==> src/rtl/pkg_display.sv <==
// Shared constants and types for the multiplexed seven-segment display controller.
package pkg_display;

   // Segment pattern for a dark digit, {g,f,e,d,c,b,a} active low
   localparam logic [6:0] SEG_APAGADO = 7'h7F;

   // All anodes off; sliced down to the digit count by the user
   localparam logic [7:0] ANODO_APAGADO = 8'hFF;

   // Hex glyphs, {g,f,e,d,c,b,a} active low, indexed by nibble value
   localparam logic [15:0][6:0] TABLA_SEGMENTOS = {
      7'b0001110,  // F
      7'b0000110,  // E
      7'b0100001,  // d
      7'b1000110,  // C
      7'b0000011,  // b
      7'b0001000,  // A
      7'b0010000,  // 9
      7'b0000000,  // 8
      7'b1111000,  // 7
      7'b0000010,  // 6
      7'b0010010,  // 5
      7'b0011001,  // 4
      7'b0110000,  // 3
      7'b0100100,  // 2
      7'b1111001,  // 1
      7'b1000000   // 0
   };

   // Per-digit drive presented to the output registers
   typedef struct packed {
      logic [6:0] segmentos;
      logic       punto;
   } salida_digito_t;

endpackage

==> src/rtl/decodificador_hex_7segmentos.sv <==
// Combinational hex nibble to active-low seven-segment pattern.
module decodificador_hex_7segmentos
   import pkg_display::*;
(
   input  logic [3:0] nibble,
   output logic [6:0] segmentos_c
);

   // Table lookup of the glyph for the selected nibble
   always_comb begin
      segmentos_c = TABLA_SEGMENTOS[nibble];
   end

endmodule

==> src/rtl/controlador_display_n_digitos.sv <==
// N-digit multiplexed seven-segment controller with PWM brightness,
// leading-zero suppression and shadowed display data.
module controlador_display_n_digitos
   import pkg_display::*;
#(
   parameter int unsigned N_DIGITOS       = 4,
   parameter int unsigned CICLOS_REFRESCO = 100000
)(
   input  logic                   i_Reloj,
   input  logic                   i_Reset,
   input  logic [4*N_DIGITOS-1:0] i_Datos,
   input  logic [N_DIGITOS-1:0]   i_Puntos,
   input  logic                   i_Actualizar,
   input  logic [N_DIGITOS-1:0]   i_Habilitar_Digitos,
   input  logic                   i_Supresion_Ceros,
   input  logic [3:0]             i_Brillo,
   output logic [6:0]             o_Segmentos,
   output logic                   o_Punto,
   output logic [N_DIGITOS-1:0]   o_Anodo,
   output logic [2:0]             o_Digito_Activo,
   output logic                   o_Fin_Barrido
);

   localparam int unsigned ANCHO_DATOS = 4 * N_DIGITOS;
   localparam int unsigned CICLOS_FASE = CICLOS_REFRESCO / 16;
   localparam int unsigned ANCHO_PRE   = (CICLOS_FASE > 1) ? $clog2(CICLOS_FASE) : 1;
   localparam int unsigned ANCHO_IDX   = (N_DIGITOS > 1) ? $clog2(N_DIGITOS) : 1;
   localparam logic [ANCHO_PRE-1:0] PRE_ULTIMO = ANCHO_PRE'(CICLOS_FASE - 1);
   localparam logic [ANCHO_IDX-1:0] IDX_ULTIMO = ANCHO_IDX'(N_DIGITOS - 1);

   logic [ANCHO_PRE-1:0]   prescaler_q;
   logic [3:0]             fase_q;
   logic [ANCHO_IDX-1:0]   indice_q;
   logic                   fin_q;
   logic [ANCHO_DATOS-1:0] sombra_datos_q;
   logic [N_DIGITOS-1:0]   sombra_puntos_q;

   logic                   fin_prescaler_c;
   logic [3:0]             nibble_c;
   logic                   punto_sel_c;
   logic                   habil_sel_c;
   logic                   blanco_c;
   logic                   encendido_c;
   logic [6:0]             seg_dec_c;
   logic [N_DIGITOS-1:0]   anodo_c;
   salida_digito_t         salida_c;

   assign fin_prescaler_c = (prescaler_q == PRE_ULTIMO);

   // Prescaler, PWM phase and digit index; fin_q marks the first cycle after an index wrap
   always_ff @(posedge i_Reloj or posedge i_Reset) begin
      if (i_Reset) begin
         prescaler_q <= '0;
         fase_q      <= '0;
         indice_q    <= '0;
         fin_q       <= 1'b0;
      end else begin
         fin_q <= 1'b0;
         if (fin_prescaler_c) begin
            prescaler_q <= '0;
            fase_q      <= fase_q + 4'd1;
            if (fase_q == 4'hF) begin
               if (indice_q == IDX_ULTIMO) begin
                  indice_q <= '0;
                  fin_q    <= 1'b1;
               end else begin
                  indice_q <= indice_q + ANCHO_IDX'(1);
               end
            end
         end else begin
            prescaler_q <= prescaler_q + ANCHO_PRE'(1);
         end
      end
   end

   // Shadow copy of display data, loaded only on the update strobe
   always_ff @(posedge i_Reloj or posedge i_Reset) begin
      if (i_Reset) begin
         sombra_datos_q  <= '0;
         sombra_puntos_q <= '0;
      end else if (i_Actualizar) begin
         sombra_datos_q  <= i_Datos;
         sombra_puntos_q <= i_Puntos;
      end
   end

   // Select the active digit's nibble, point and enable; blank it if it and all higher nibbles are zero
   always_comb begin
      logic todo_cero;
      todo_cero   = 1'b1;
      nibble_c    = 4'h0;
      punto_sel_c = 1'b0;
      habil_sel_c = 1'b0;
      blanco_c    = 1'b0;
      for (int k = N_DIGITOS - 1; k >= 0; k--) begin
         todo_cero = todo_cero && (sombra_datos_q[4*k +: 4] == 4'h0);
         if (ANCHO_IDX'(k) == indice_q) begin
            nibble_c    = sombra_datos_q[4*k +: 4];
            punto_sel_c = sombra_puntos_q[k];
            habil_sel_c = i_Habilitar_Digitos[k];
            blanco_c    = i_Supresion_Ceros && (k != 0) && todo_cero;
         end
      end
   end

   decodificador_hex_7segmentos u_decodificador (
      .nibble      (nibble_c),
      .segmentos_c (seg_dec_c)
   );

   assign encendido_c = habil_sel_c && (fase_q <= i_Brillo);

   // Anode pattern and segment drive; a dark anode also darkens segments and point
   always_comb begin
      anodo_c = ANODO_APAGADO[N_DIGITOS-1:0];
      for (int k = 0; k < N_DIGITOS; k++) begin
         if ((ANCHO_IDX'(k) == indice_q) && encendido_c) begin
            anodo_c[k] = 1'b0;
         end
      end
      salida_c.segmentos = SEG_APAGADO;
      salida_c.punto     = 1'b1;
      if (encendido_c) begin
         salida_c.segmentos = blanco_c ? SEG_APAGADO : seg_dec_c;
         salida_c.punto     = ~punto_sel_c;
      end
   end

   // Output registers, forced dark while in reset
   always_ff @(posedge i_Reloj or posedge i_Reset) begin
      if (i_Reset) begin
         o_Anodo         <= ANODO_APAGADO[N_DIGITOS-1:0];
         o_Segmentos     <= SEG_APAGADO;
         o_Punto         <= 1'b1;
         o_Digito_Activo <= 3'd0;
         o_Fin_Barrido   <= 1'b0;
      end else begin
         o_Anodo         <= anodo_c;
         o_Segmentos     <= salida_c.segmentos;
         o_Punto         <= salida_c.punto;
         o_Digito_Activo <= 3'(indice_q);
         o_Fin_Barrido   <= fin_q;
      end
   end

endmodule
==> config.mk <==
export PLATFORM = sky130hd
export DESIGN_NAME = controlador_display_n_digitos
export DESIGN_NICKNAME = d
export VERILOG_FILES = /design/src/rtl/pkg_display.sv /design/src/rtl/decodificador_hex_7segmentos.sv /design/src/rtl/controlador_display_n_digitos.sv
export SDC_FILE = /design/constraint.sdc
export NUM_CORES = 1
export LEC_CHECK = 0
export BUFFER_PORTS_ARGS = -buffer_cell sky130_fd_sc_hd__buf_2
export CORE_MARGIN = 2
export CORE_UTILIZATION = 55
export DETAILED_ROUTE_END_ITERATION = 12
export GPL_TIMING_DRIVEN = 0
export PLACE_DENSITY_LB_ADDON = 0.2
export REMOVE_ABC_BUFFERS = 1
export SYNTH_ARGS = -nofsm -noshare
export SYNTH_HDL_FRONTEND = slang
export SYNTH_SLANG_ARGS = --single-unit
==> constraint.sdc <==
create_clock -name i_Reloj -period 3.9 [get_ports i_Reloj]
set_input_delay 0.585 -clock i_Reloj [delete_from_list [all_inputs] [get_ports i_Reloj]]
set_output_delay 0.585 -clock i_Reloj [all_outputs]
set_load 0.1 [all_outputs]
* Word level (Yosys, flattened, before mapping)
Memory sizes are Yosys's and may differ from the RTL's.
Index checks and enable logic that the tools add are counted.
** Storage, ports and cells
- Register bits after elaboration :: 55
- ROM bits :: 112
- Bits of input ports :: 32
- Memories :: 1
** Operators by class
- Add/subtract/negate cells :: 3
- Order comparisons :: 2
- Eq/ne operators :: 6
- Multiplexer cells :: 28
- Bitwise operators :: 1
- Reductions and logical operators :: 15
** Memory list
- (name not given) :: depth 16, width 7, read ports 1, clocked after memory_dff 0, wr ports 0, RTL line decodificador_hex_7segmentos.sv:11 : segmentos_c = TABLA_SEGMENTOS[nibble];
** Operators by type and width (number)
- 1-bit 2-to-1 mux :: 19
- 4-bit 2-to-1 mux :: 4
- 7-bit 2-to-1 mux :: 2
- 13-bit by 1-bit adder with 13-bit output (second input constant) :: 1
- 13-bit equality test (second input constant) :: 1
- 13-bit 2-to-1 mux :: 1
- 4-bit zero test :: 3
- 1-bit logical AND :: 10
- 8-bit 2-to-1 mux :: 1
- 4-bit by 5-bit less-than comparator with 1-bit output (second input constant) :: 1
- 4-bit by 1-bit adder with 4-bit output (second input constant) :: 1
- 2-bit equality test (first input constant) :: 2
- 4-bit equality test (second input constant) :: 1
- 4-bit less-or-equal comparator :: 1
- 2-bit by 1-bit adder with 2-bit output (second input constant) :: 1
- 1-bit by 2-bit equality test with 1-bit output (first input constant) :: 1
- 2-bit equality test (second input constant) :: 1
- 2-bit zero test :: 1
- 2-bit 2-to-1 mux :: 1
- 2-bit AND reduction :: 1
- 1-bit NOT :: 1

* Depth between registers and ports, before layout
Gate-level depths: netlist (run 1).
- Depth after elaboration :: 9
- Gate-level depth with buffers :: 10
- Gate-level depth less buffers :: 10

* Hierarchy
From an unflattened synthesis (run 1), not the netlist that was laid out.
** Second synthesis, totals
- Cell total of the unflattened synthesis :: 251
- Area total of the unflattened synthesis :: 2836.5 um^2
** By module, submodules not included
- controlador_display_n_digitos :: times used 1, cells an instance 219, area each 2561.2 um^2, seq. area each 1391.3 um^2
- decodificador_hex_7segmentos :: times used 1, cells an instance 32, area each 275.3 um^2, seq. area each 0.0 um^2

* Least setup slack after synthesis (run 1)
No wires, ideal clock.
- Kind :: reg-to-reg
- Start point :: reg indice_q[0]
- End point :: reg o_Segmentos[3]
- Arrival time :: 2189 ps
- Setup slack :: 1609 ps
- Cell stages (with the launch flop) :: 10
- Path buffers :: 1
- Clock period less this slack :: 2291 ps
- Cells stage by stage :: dfrtp_1 ha_1 buf_2 or2_2 o221ai_1 inv_1 ha_1 a21boi_0 a211oi_1 o21ai_0
** RTL lines
- from (decl) :: RTL line controlador_display_n_digitos.sv:33 : logic [ANCHO_IDX-1:0] indice_q;
- from (signal assigned) :: RTL line controlador_display_n_digitos.sv:67 : indice_q <= indice_q + ANCHO_IDX'(1);
- to (signal assigned) :: RTL line controlador_display_n_digitos.sv:139 : o_Segmentos <= salida_c.segmentos;
- to (decl) :: RTL line controlador_display_n_digitos.sv:17 : output logic [6:0] o_Segmentos,

==> results of run 1 <==
-- through the flow --
step	area [sq um]	utilization	power [mW]	setup slack (ns)	hold slack (ns)
after floorplan	2715	-	0.7996	1.586	0.3312
after global placement	3029	0.6329	0.8432	1.227	0.3322
after detailed placement	3049	0.6371	0.8500	1.155	0.3404
after CTS	3139	0.6559	1.158	1.127	0.2400
after global routing	3139	0.6559	1.204	0.8436	0.2629
final	3139	0.6559	1.143	1.132	0.2353
-- worst max-delay path by stage --
stage	slack, ns	endpoint	start
after CTS	1.13	o_Segmentos[2]	indice_q[0]
final	1.13	o_Segmentos[2]	indice_q[0]
after detailed placement	1.15	o_Segmentos[2]	indice_q[0]
after global routing	0.84	o_Segmentos[3]	indice_q[0]
after floorplan	1.59	o_Segmentos[3]	indice_q[0]
after global placement	1.23	o_Segmentos[3]	indice_q[0]
-- flip-flops by register name, summed over array words and instances, names as in the netlist --
register,flops
fin_q,1
o_Anodo,4
fase_q,4
prescaler_q,13
indice_q,2
sombra_puntos_q,4
sombra_datos_q,16
o_Digito_Activo,2
o_Punto,1
o_Segmentos,7
o_Fin_Barrido,1
-- cell families after synthesis --
family                     count (synthesis)
AOI/OAI and AO/OA                         37
other                                      1
xor gates and xnor gates                  14
buffers and inverters                     22
DFF                                       55
adders and majority gates                 17
muxes                                     23
and+or+nand+nor                           76
-- placed cells by master, fill, tap and decap left out, types with 2 or more instances in the layout --
master / count
dfrtp_1: 43
mux2_1: 2
mux2_2: 20
xnor2_1: 9
inv_1: 13
o221ai_1: 2
nand2b_1: 5
a22o_1: 2
a21oi_1: 6
a221oi_1: 2
a211oi_1: 4
xor2_1: 5
o211ai_1: 4
dfstp_2: 12
nor4_1: 3
and3_1: 2
nand3b_1: 2
nor2_1: 17
o21ai_0: 6
a221o_1: 2
buf_2: 46
nor3_1: 4
nand2_1: 19
clkbuf_8: 5
nand3_1: 12
and2_1: 2
ha_1: 17
-- metal layers --
layer	vias up	track usage	part of all wire
met3	5	0.04953	0.048
li1	948	-	-
met5	-	0	0
met2	43	0.3275	0.48
met4	0	0.05357	0.011
met1	899	0.2489	0.46
-- power by group --
part | switching [mW] | internal [mW] | total (mW)
sequential | 0.0175 | 0.609 | 0.626
clock | 0.175 | 0.130 | 0.305
combinational | 0.150 | 0.0623 | 0.212
-- final cells by class --
type / count / area, sq um
fillers: 404 / 1647
flip-flops and latches: 55 / 1391
multi-input cells: 168 / 1271
repair buffers: 47 / 250.2
well taps: 67 / 83.83
clock buffers: 6 / 72.57
inverters: 14 / 52.55
clock inverters: 2 / 17.52
==> metrics.yaml, run 1 <==
num_vias: 1895
area_growth_pct: 13.79
via_per_inst: 5.279
wire_per_inst_microns: 13.58
hold_viol: 0
nNetsFinal: 340
status: "finished clean"
cts_made_buffers: 5
postRouteAntennaNets: 0
clk_pin_slew_worst_paths_ns: 0.10
path_cells: "inv_1 -> ha_1 -> nor2b_1 -> a22o_1 -> o221ai_1 -> inv_1 -> ha_1 -> o311ai_0"
core_area_sq_mm: 0.004786
worstSetupPathType: "flop to flop"
yosys_most_used_dff: "dfrtp_1"
routed_wl_microns: 4875
p_leak_nw: 1.439
hold_path_class: "primary input to async pin"
tns_ns: 0
die_y_microns: 74.83
synth-simple-area-share: 0.1465
path_depth: 8
drt-pass1-iter-count: 4
synthArstFlopShare: 1.000
worst-path-buf-inv: 2
grt_usage: 0.1941
maxSlewViolCount: 0
power.density_mw_per_mm2: 364.2
maxCapViolations: 0
yosys-top-cells-area: "dfrtp_1 39%, dfstp_2 11%, mux2_2 8.2%"
synth_compound_area_frac: 0.09796
synth_top_family_by_area: "simple AND/OR/NAND/NOR gates"
dieArea_sq_mm: 0.005599
grt_remaining_overflow: 0
rsz0062_at_grt: "false"
yosys-mux-area-fraction: 0.09342
clkSinkCount: 55
cpPeakStageDelay_ns: 0.48
ys_warn_count: 0
std_cell_rows: 25
timing.rr.end: "o_Segmentos[2]"
synth_top_area_share: 0.3900
drive_gt1_frac: 0.3219
start_util: 0.5765
crit_path_end_kind: "flop"
path_max_fanout: 12
place_congestion: 0.8222
clock_skew_ns: 0.01415
worst-r2r-setup-slack_ns: 1.13
cp.required_ns: 4.08
netlist_area_sq_mm: 0.002759
finalSetupViolCount: 0
grt_pass1_vias: 1826
reg2reg_from: "indice_q[0]"
synth_xor_area_frac: 0.04444
fin_cells: 359
placed_cells_incl_taps: 351
htreeDepth: 2
grt_pass1_wl_microns: 8190
synth_edf_count: 0
antenna_found_initial: 0
worst_pin_slew_ns: 0.7071
holdBufCountCts: 0
cts-resized-gates: 0
slew_headroom: 0.5250
drc: 0
ys_seq_area_frac: 0.5043
synth_cell_types: 50
ioPinCount: 48
synth_fa_ha_area_frac: 0.07710
fmax_mhz: 361.3
crit_family: "compound AO/OA/AOI/OAI gates"
cp-start-kind: "flop"
cp.arrival_ns: 2.95
cts_root_buffer: "clkbuf_8"
syn_inst: 245
period_minus_slack_ns: 2.768
dpl.hpwl_microns: 3688
fin_crit_sh: 0.7098
ys_ff_latch: 55
drtIter0Drc: 121
synth_most_common_cell: "dfrtp_1"
ir_drop_mv: 0.2009
synth_common_cells: "43 x dfrtp_1, 20 x mux2_2, 19 x nand2_1, 17 x ha_1, 17 x nor2_1"
cts_buffer_depth: 2
worst-r2r-cell-count: 8
cts_tree: "built"
avgSynthCellArea_sq_um: 11.26
antenna_cells: 0
post-synth-top-area-cell: "dfrtp_1"
cts_setup_buffers: 0
grt_max_degree: 40
clk_latency_ns: 0.30
io_buffer_count: 46
die_w_microns: 74.83
cp_slowest_cell: "o221ai_1"
(Power assumes the default switching activity.)
==> inputs of run 2 (changes only) <==
==> constraint.sdc (replaced) <==
create_clock -name i_Reloj -period 2.85 [get_ports i_Reloj]
set_input_delay 0.4275 -clock i_Reloj [delete_from_list [all_inputs] [get_ports i_Reloj]]
set_output_delay 0.4275 -clock i_Reloj [all_outputs]
set_load 0.1 [all_outputs]
==> metrics.yaml, run 2 (synthesis results as in run 1) <==
path_max_fanout: 13  # +1
cts_tree: "built"
grt_pass1_vias: 1826  # unchanged
wire_per_inst_microns: 13.70  # +0.86%
clk_pin_slew_worst_paths_ns: 0.10  # about the same
grt_pass1_wl_microns: 8190  # unchanged
fin_crit_sh: 0.8863  # +0.1766
dpl.hpwl_microns: 3688  # unchanged
placed_cells_incl_taps: 351  # unchanged
via_per_inst: 5.270  # -0.16%
area_growth_pct: 14.33
htreeDepth: 2  # unchanged
routed_wl_microns: 4917  # +0.86%
core_area_sq_mm: 0.004786  # unchanged
num_vias: 1892  # -0.16%
start_util: 0.5765  # unchanged
cp.arrival_ns: 2.72  # -0.23 ns
final_common_cell: "buf_2"
top_regs: "sombra_datos_q (16), prescaler_q (13), o_Segmentos (7)"
crit_family: "compound AO/OA/AOI/OAI gates"
cp-start-kind: "flop"
drt-pass1-iter-count: 4  # unchanged
hold_viol: 0  # unchanged
antenna_found_initial: 0  # unchanged
rsz0062_at_grt: "false"
place_congestion: 0.8222  # unchanged
cp.required_ns: 3.05  # -1.03 ns
cpPeakStageDelay_ns: 0.45  # -0.03 ns
nNetsFinal: 340  # unchanged
slew_headroom: 0.5250  # unchanged
cts_buffer_depth: 2  # unchanged
antenna_cells: 0  # unchanged
clock_skew_ns: 0.01464  # +0.0004924 ns
maxSlewViolCount: 0  # unchanged
tns_ns: 0  # unchanged
die_y_microns: 74.83  # unchanged
fin_cells: 359  # unchanged
crit_path_end_kind: "flop"
drive_gt1_frac: 0.3322  # +0.01027
grt_usage: 0.1941  # unchanged
io_buffer_count: 46  # unchanged
fmax_mhz: 395.9  # +9.6%
worst_pin_slew_ns: 0.7071  # -0.0000004768 ns
status: "finished clean"
postRouteAntennaNets: 0  # unchanged
clk_latency_ns: 0.30  # about the same
finalSetupViolCount: 0  # unchanged
hold_path_class: "primary input to async pin"
worstSetupPathType: "flop to flop"
period_minus_slack_ns: 2.526  # -0.2421 ns
clkSinkCount: 55  # unchanged
drtIter0Drc: 131  # +8.3%
cts_made_buffers: 5  # unchanged
design_area_sq_mm: 0.003154  # +0.48%
cp_slowest_cell: "dfrtp_1"
cts_setup_buffers: 0  # unchanged
worst-path-buf-inv: 2  # unchanged
maxCapViolations: 0  # unchanged
final_cell_mix: "46 x buf_2, 43 x dfrtp_1, 20 x mux2_2, 19 x nand2_1, 17 x nor2_1"
largest_reg_flops: 16  # unchanged
power.density_mw_per_mm2: 497.3  # +37%
place_area_sq_mm: 0.003049  # unchanged
ioPinCount: 48  # unchanged
grt_remaining_overflow: 0  # unchanged
cts_root_buffer: "clkbuf_8"
path_cells: "inv_1 -> ha_1 -> or2_2 -> o221ai_2 -> inv_1 -> ha_1 -> a21boi_0 -> a211oi_1 -> o21ai_0"
ir_drop_mv: 0.2778  # +38%
std_cell_rows: 25  # unchanged
die_w_microns: 74.83  # unchanged
p_leak_nw: 1.439  # about the same
drc: 0  # unchanged
grt_max_degree: 40  # unchanged
top_register: "sombra_datos_q"
dieArea_sq_mm: 0.005599  # unchanged
run 2: cell count changes in the layout (fill, tap and decap cells not counted):
cell / delta
ha_2: +1
o221ai_2: +2
ha_1: -1
o221ai_1: -2
run 2: path summary, 6_finish.rpt:
kind	end	slack, ns	cells past startpoint	start
worst max-delay path	o_Segmentos[3]	0.32	9	indice_q[0]
min in group i_Reloj	sombra_datos_q[3]	0.35	3	i_Datos[3]
worst min register to register	o_Fin_Barrido	0.36	0	fin_q
worst max register to register	o_Segmentos[3]	0.32	9	indice_q[0]
worst min-delay path	prescaler_q[8]	0.08	2	i_Reset
max in group asynchronous	o_Segmentos[2]	2.18	3	i_Reset
run 2: power breakdown:
| part | internal (mW) | leakage, nW | total [mW] | switching [mW] |
|---|---|---|---|---|
| clock | 0.178 | 0.0458 | 0.419 | 0.240 |
| combinational | 0.0862 | 0.726 | 0.292 | 0.206 |
| sequential | 0.833 | 0.668 | 0.858 | 0.0249 |
run 2: worst reg2reg max path: stages (launching register included):
cell	delay [ns]
dfrtp_1	0.45
inv_1	0.09
ha_1	0.36
or2_2	0.40
o221ai_2	0.30
inv_1	0.14
ha_1	0.21
a21boi_0	0.15
a211oi_1	0.21
o21ai_0	0.11
run 2: final cells by class:
type	count	area, sq um
clock buffers	6	72.57
fillers	402	1632
repair buffers	47	250.2
clock inverters	2	17.52
inverters	14	52.55
well taps	67	83.83
multi-input cells	168	1286
flip-flops and latches	55	1391
run 2: layer usage:
metal  vias to the layer above  track usage  part of all wire
met5                         -            0                 0
met4                         0      0.05357             0.011
met3                         5      0.04953             0.048
met2                        40       0.3275              0.48
met1                       898       0.2489              0.46
li1                        949            -                 -
run 2: timing repair:
action	4_1_cts	5_1_grt
hold buffers	0	0
endpoints found under the setup margin	0	4
endpoints found under the hold margin	0	0
resized for setup	0	3
run 2: stage by stage:
step           hold WS (ns)  setup slack [ns]  power (mW)    util
2_1_floorplan        0.3312            0.5356       1.094       -
3_3_place_gp         0.3322            0.1769       1.154  0.6329
5_1_grt              0.1054           0.04039       1.649  0.6591
3_5_place_dp         0.3404            0.1046       1.163  0.6371
4_1_cts             0.08247           0.07747       1.585  0.6559
6_report            0.07680            0.3239       1.569  0.6591
==> inputs of run 3 (changes only) <==
--- a/config.mk
+++ b/config.mk
@@ -8,6 +8,7 @@
 export BUFFER_PORTS_ARGS = -buffer_cell sky130_fd_sc_hd__buf_2
 export CORE_MARGIN = 2
 export CORE_UTILIZATION = 55
+export CTS_BUF_LIST = sky130_fd_sc_hd__clkbuf_4 sky130_fd_sc_hd__clkbuf_8
 export DETAILED_ROUTE_END_ITERATION = 12
 export GPL_TIMING_DRIVEN = 0
 export PLACE_DENSITY_LB_ADDON = 0.2
==> metrics.yaml, run 3 (synthesis results as in run 1) <==
status: "finished clean"
ir_drop_mv: 0.2496  # -10%
clock_skew_ns: 0.01621  # +0.001568 ns
worst-path-buf-inv: 2  # unchanged
top_regs: "sombra_datos_q (16), prescaler_q (13), o_Segmentos (7)"
cts_buffer_depth: 2  # unchanged
period_minus_slack_ns: 2.526  # -0.0003790 ns
postRouteAntennaNets: 0  # unchanged
top_register: "sombra_datos_q"
grt_remaining_overflow: 0  # unchanged
clkSinkCount: 55  # unchanged
largest_reg_flops: 16  # unchanged
rsz0062_at_grt: "false"
power.switching_mw: 0.4714  # +0.11%
layout.area.seq_sq_mm: 0.001391  # unchanged
start_util: 0.5765  # unchanged
layout_setup_ws_ns: 0.3243  # +0.0003790 ns
fin_crit_sh: 0.8862  # about the same
drtIter0Drc: 117  # -11%
combPwrFrac: 0.185  # about the same
core_area_sq_mm: 0.004786  # unchanged
dpl.hpwl_microns: 3688  # unchanged
cts_made_buffers: 5  # unchanged
cp.required_ns: 3.05  # about the same
cts_tree: "built"
place_congestion: 0.8222  # unchanged
worst_pin_slew_ns: 0.7030  # -0.004093 ns
via_per_inst: 5.242  # -0.53%
cpPeakStageDelay_ns: 0.45  # about the same
cp.arrival_ns: 2.72  # about the same
crit_start: "indice_q[0]"
die_w_microns: 74.83  # unchanged
crit_family: "compound AO/OA/AOI/OAI gates"
cp_slowest_cell: "dfrtp_1"
grt_max_degree: 40  # unchanged
drc: 0  # unchanged
fmax_mhz: 395.9  # about the same
clk_latency_ns: 0.31  # about the same
p_leak_nw: 1.443  # +0.24%
ioPinCount: 48  # unchanged
grt_pass1_wl_microns: 8197  # about the same
fillers: 402  # unchanged
seqPwrFrac: 0.543  # -0.004
std_cell_rows: 25  # unchanged
multi_input_area_sq_mm: 0.001286  # unchanged
cp-start-kind: "flop"
power.density_mw_per_mm2: 499.9  # +0.52%
area_growth_pct: 14.47
num_vias: 1882  # -0.53%
path_cells: "inv_1 -> ha_1 -> or2_2 -> o221ai_2 -> inv_1 -> ha_1 -> a21boi_0 -> a211oi_1 -> o21ai_0"
io_buffer_count: 46  # unchanged
dieArea_sq_mm: 0.005599  # unchanged
fin_cells: 359  # unchanged
swShare: 0.2986  # -0.001575
drive_gt1_frac: 0.3356  # +0.003425
crit_path_end_kind: "flop"
clockPowerShare: 0.272  # +0.005
worstSetupPathType: "flop to flop"
hold_viol: 0  # unchanged
routed_wl_microns: 4928  # +0.22%
post-place-ws_ns: 0.1046  # unchanged
reg2reg_from: "indice_q[0]"
whs_ns: 0.07543  # -0.001370 ns
internal_power_mw: 1.107  # +0.87%
htreeDepth: 2  # unchanged
cts_root_buffer: "clkbuf_8"
placed_cells_incl_taps: 351  # unchanged
antenna_cells: 0  # unchanged
tns_ns: 0  # unchanged
nNetsFinal: 340  # unchanged
slew_headroom: 0.5278  # +0.002749
maxSlewViolCount: 0  # unchanged
path_max_fanout: 13  # unchanged
grt_pass1_vias: 1827  # +0.055%
die_y_microns: 74.83  # unchanged
final_common_cell: "buf_2"
grt_usage: 0.1942  # about the same
maxCapViolations: 0  # unchanged
final_cell_mix: "46 x buf_2, 43 x dfrtp_1, 20 x mux2_2, 19 x nand2_1, 17 x nor2_1"
antenna_found_initial: 0  # unchanged
hold_path_class: "primary input to async pin"
clk_pin_slew_worst_paths_ns: 0.10  # about the same
drt-pass1-iter-count: 4  # unchanged
wire_per_inst_microns: 13.73  # +0.22%
finalSetupViolCount: 0  # unchanged
[run 3: what timing repair did]
| action | CTS | global route |
|---|---|---|
| hold buffers | 0 | 0 |
| buffers inserted | 0 | 0 |
| hold endpoints to repair | 0 | 0 |
| gates resized for setup | 0 | 3 |
| setup endpoints to repair | 0 | 4 |
[run 3: cell type report]
class                           instances  share of cell area
Multi-Input combinational cell        168              0.4073
Inverter                               14             0.01664
Clock buffer                            6             0.02417
Tap cell                               67             0.02655
Timing Repair Buffer                   47             0.07924
Clock inverter                          2            0.005547
Sequential cell                        55              0.4406
[run 3: path summary, 6_finish.rpt]
kind | depth (start not counted) | endpoint | slack [ns]
setup / recovery | 9 | o_Segmentos[3] | 0.32
hold / removal | 2 | prescaler_q[3] | 0.08
setup reg to reg | 9 | o_Segmentos[3] | 0.32
hold reg to reg | 0 | o_Fin_Barrido | 0.36
max in group asynchronous | 3 | o_Segmentos[2] | 2.18
min in group i_Reloj | 3 | sombra_datos_q[3] | 0.35
[run 3: through the flow]
step	cell area, sq um	util	total power, mW
after CTS	3143	0.6567	1.594
after floorplan	2715	-	1.094
final	3158	0.6599	1.579
after detailed placement	3049	0.6371	1.163
after global placement	3029	0.6329	1.154
after global routing	3158	0.6599	1.656
[run 3: per-layer routing]
metal / vias to the layer above / part of all wire / track usage
met3: 5 / 0.048 / 0.04953
met5: - / 0 / 0
li1: 948 / - / -
met2: 40 / 0.48 / 0.3314
met1: 889 / 0.46 / 0.2459
met4: 0 / 0.011 / 0.05357
[run 3: power by group through the flow]
stage               clock network, mW  registers, mW  logic, mW
global placement                    0          0.869      0.284
floorplan                           0          0.979      0.115
CTS                             0.444          0.857      0.293
detailed placement                  0          0.871      0.292
global route                    0.475          0.863      0.318
finish                          0.429          0.858      0.292
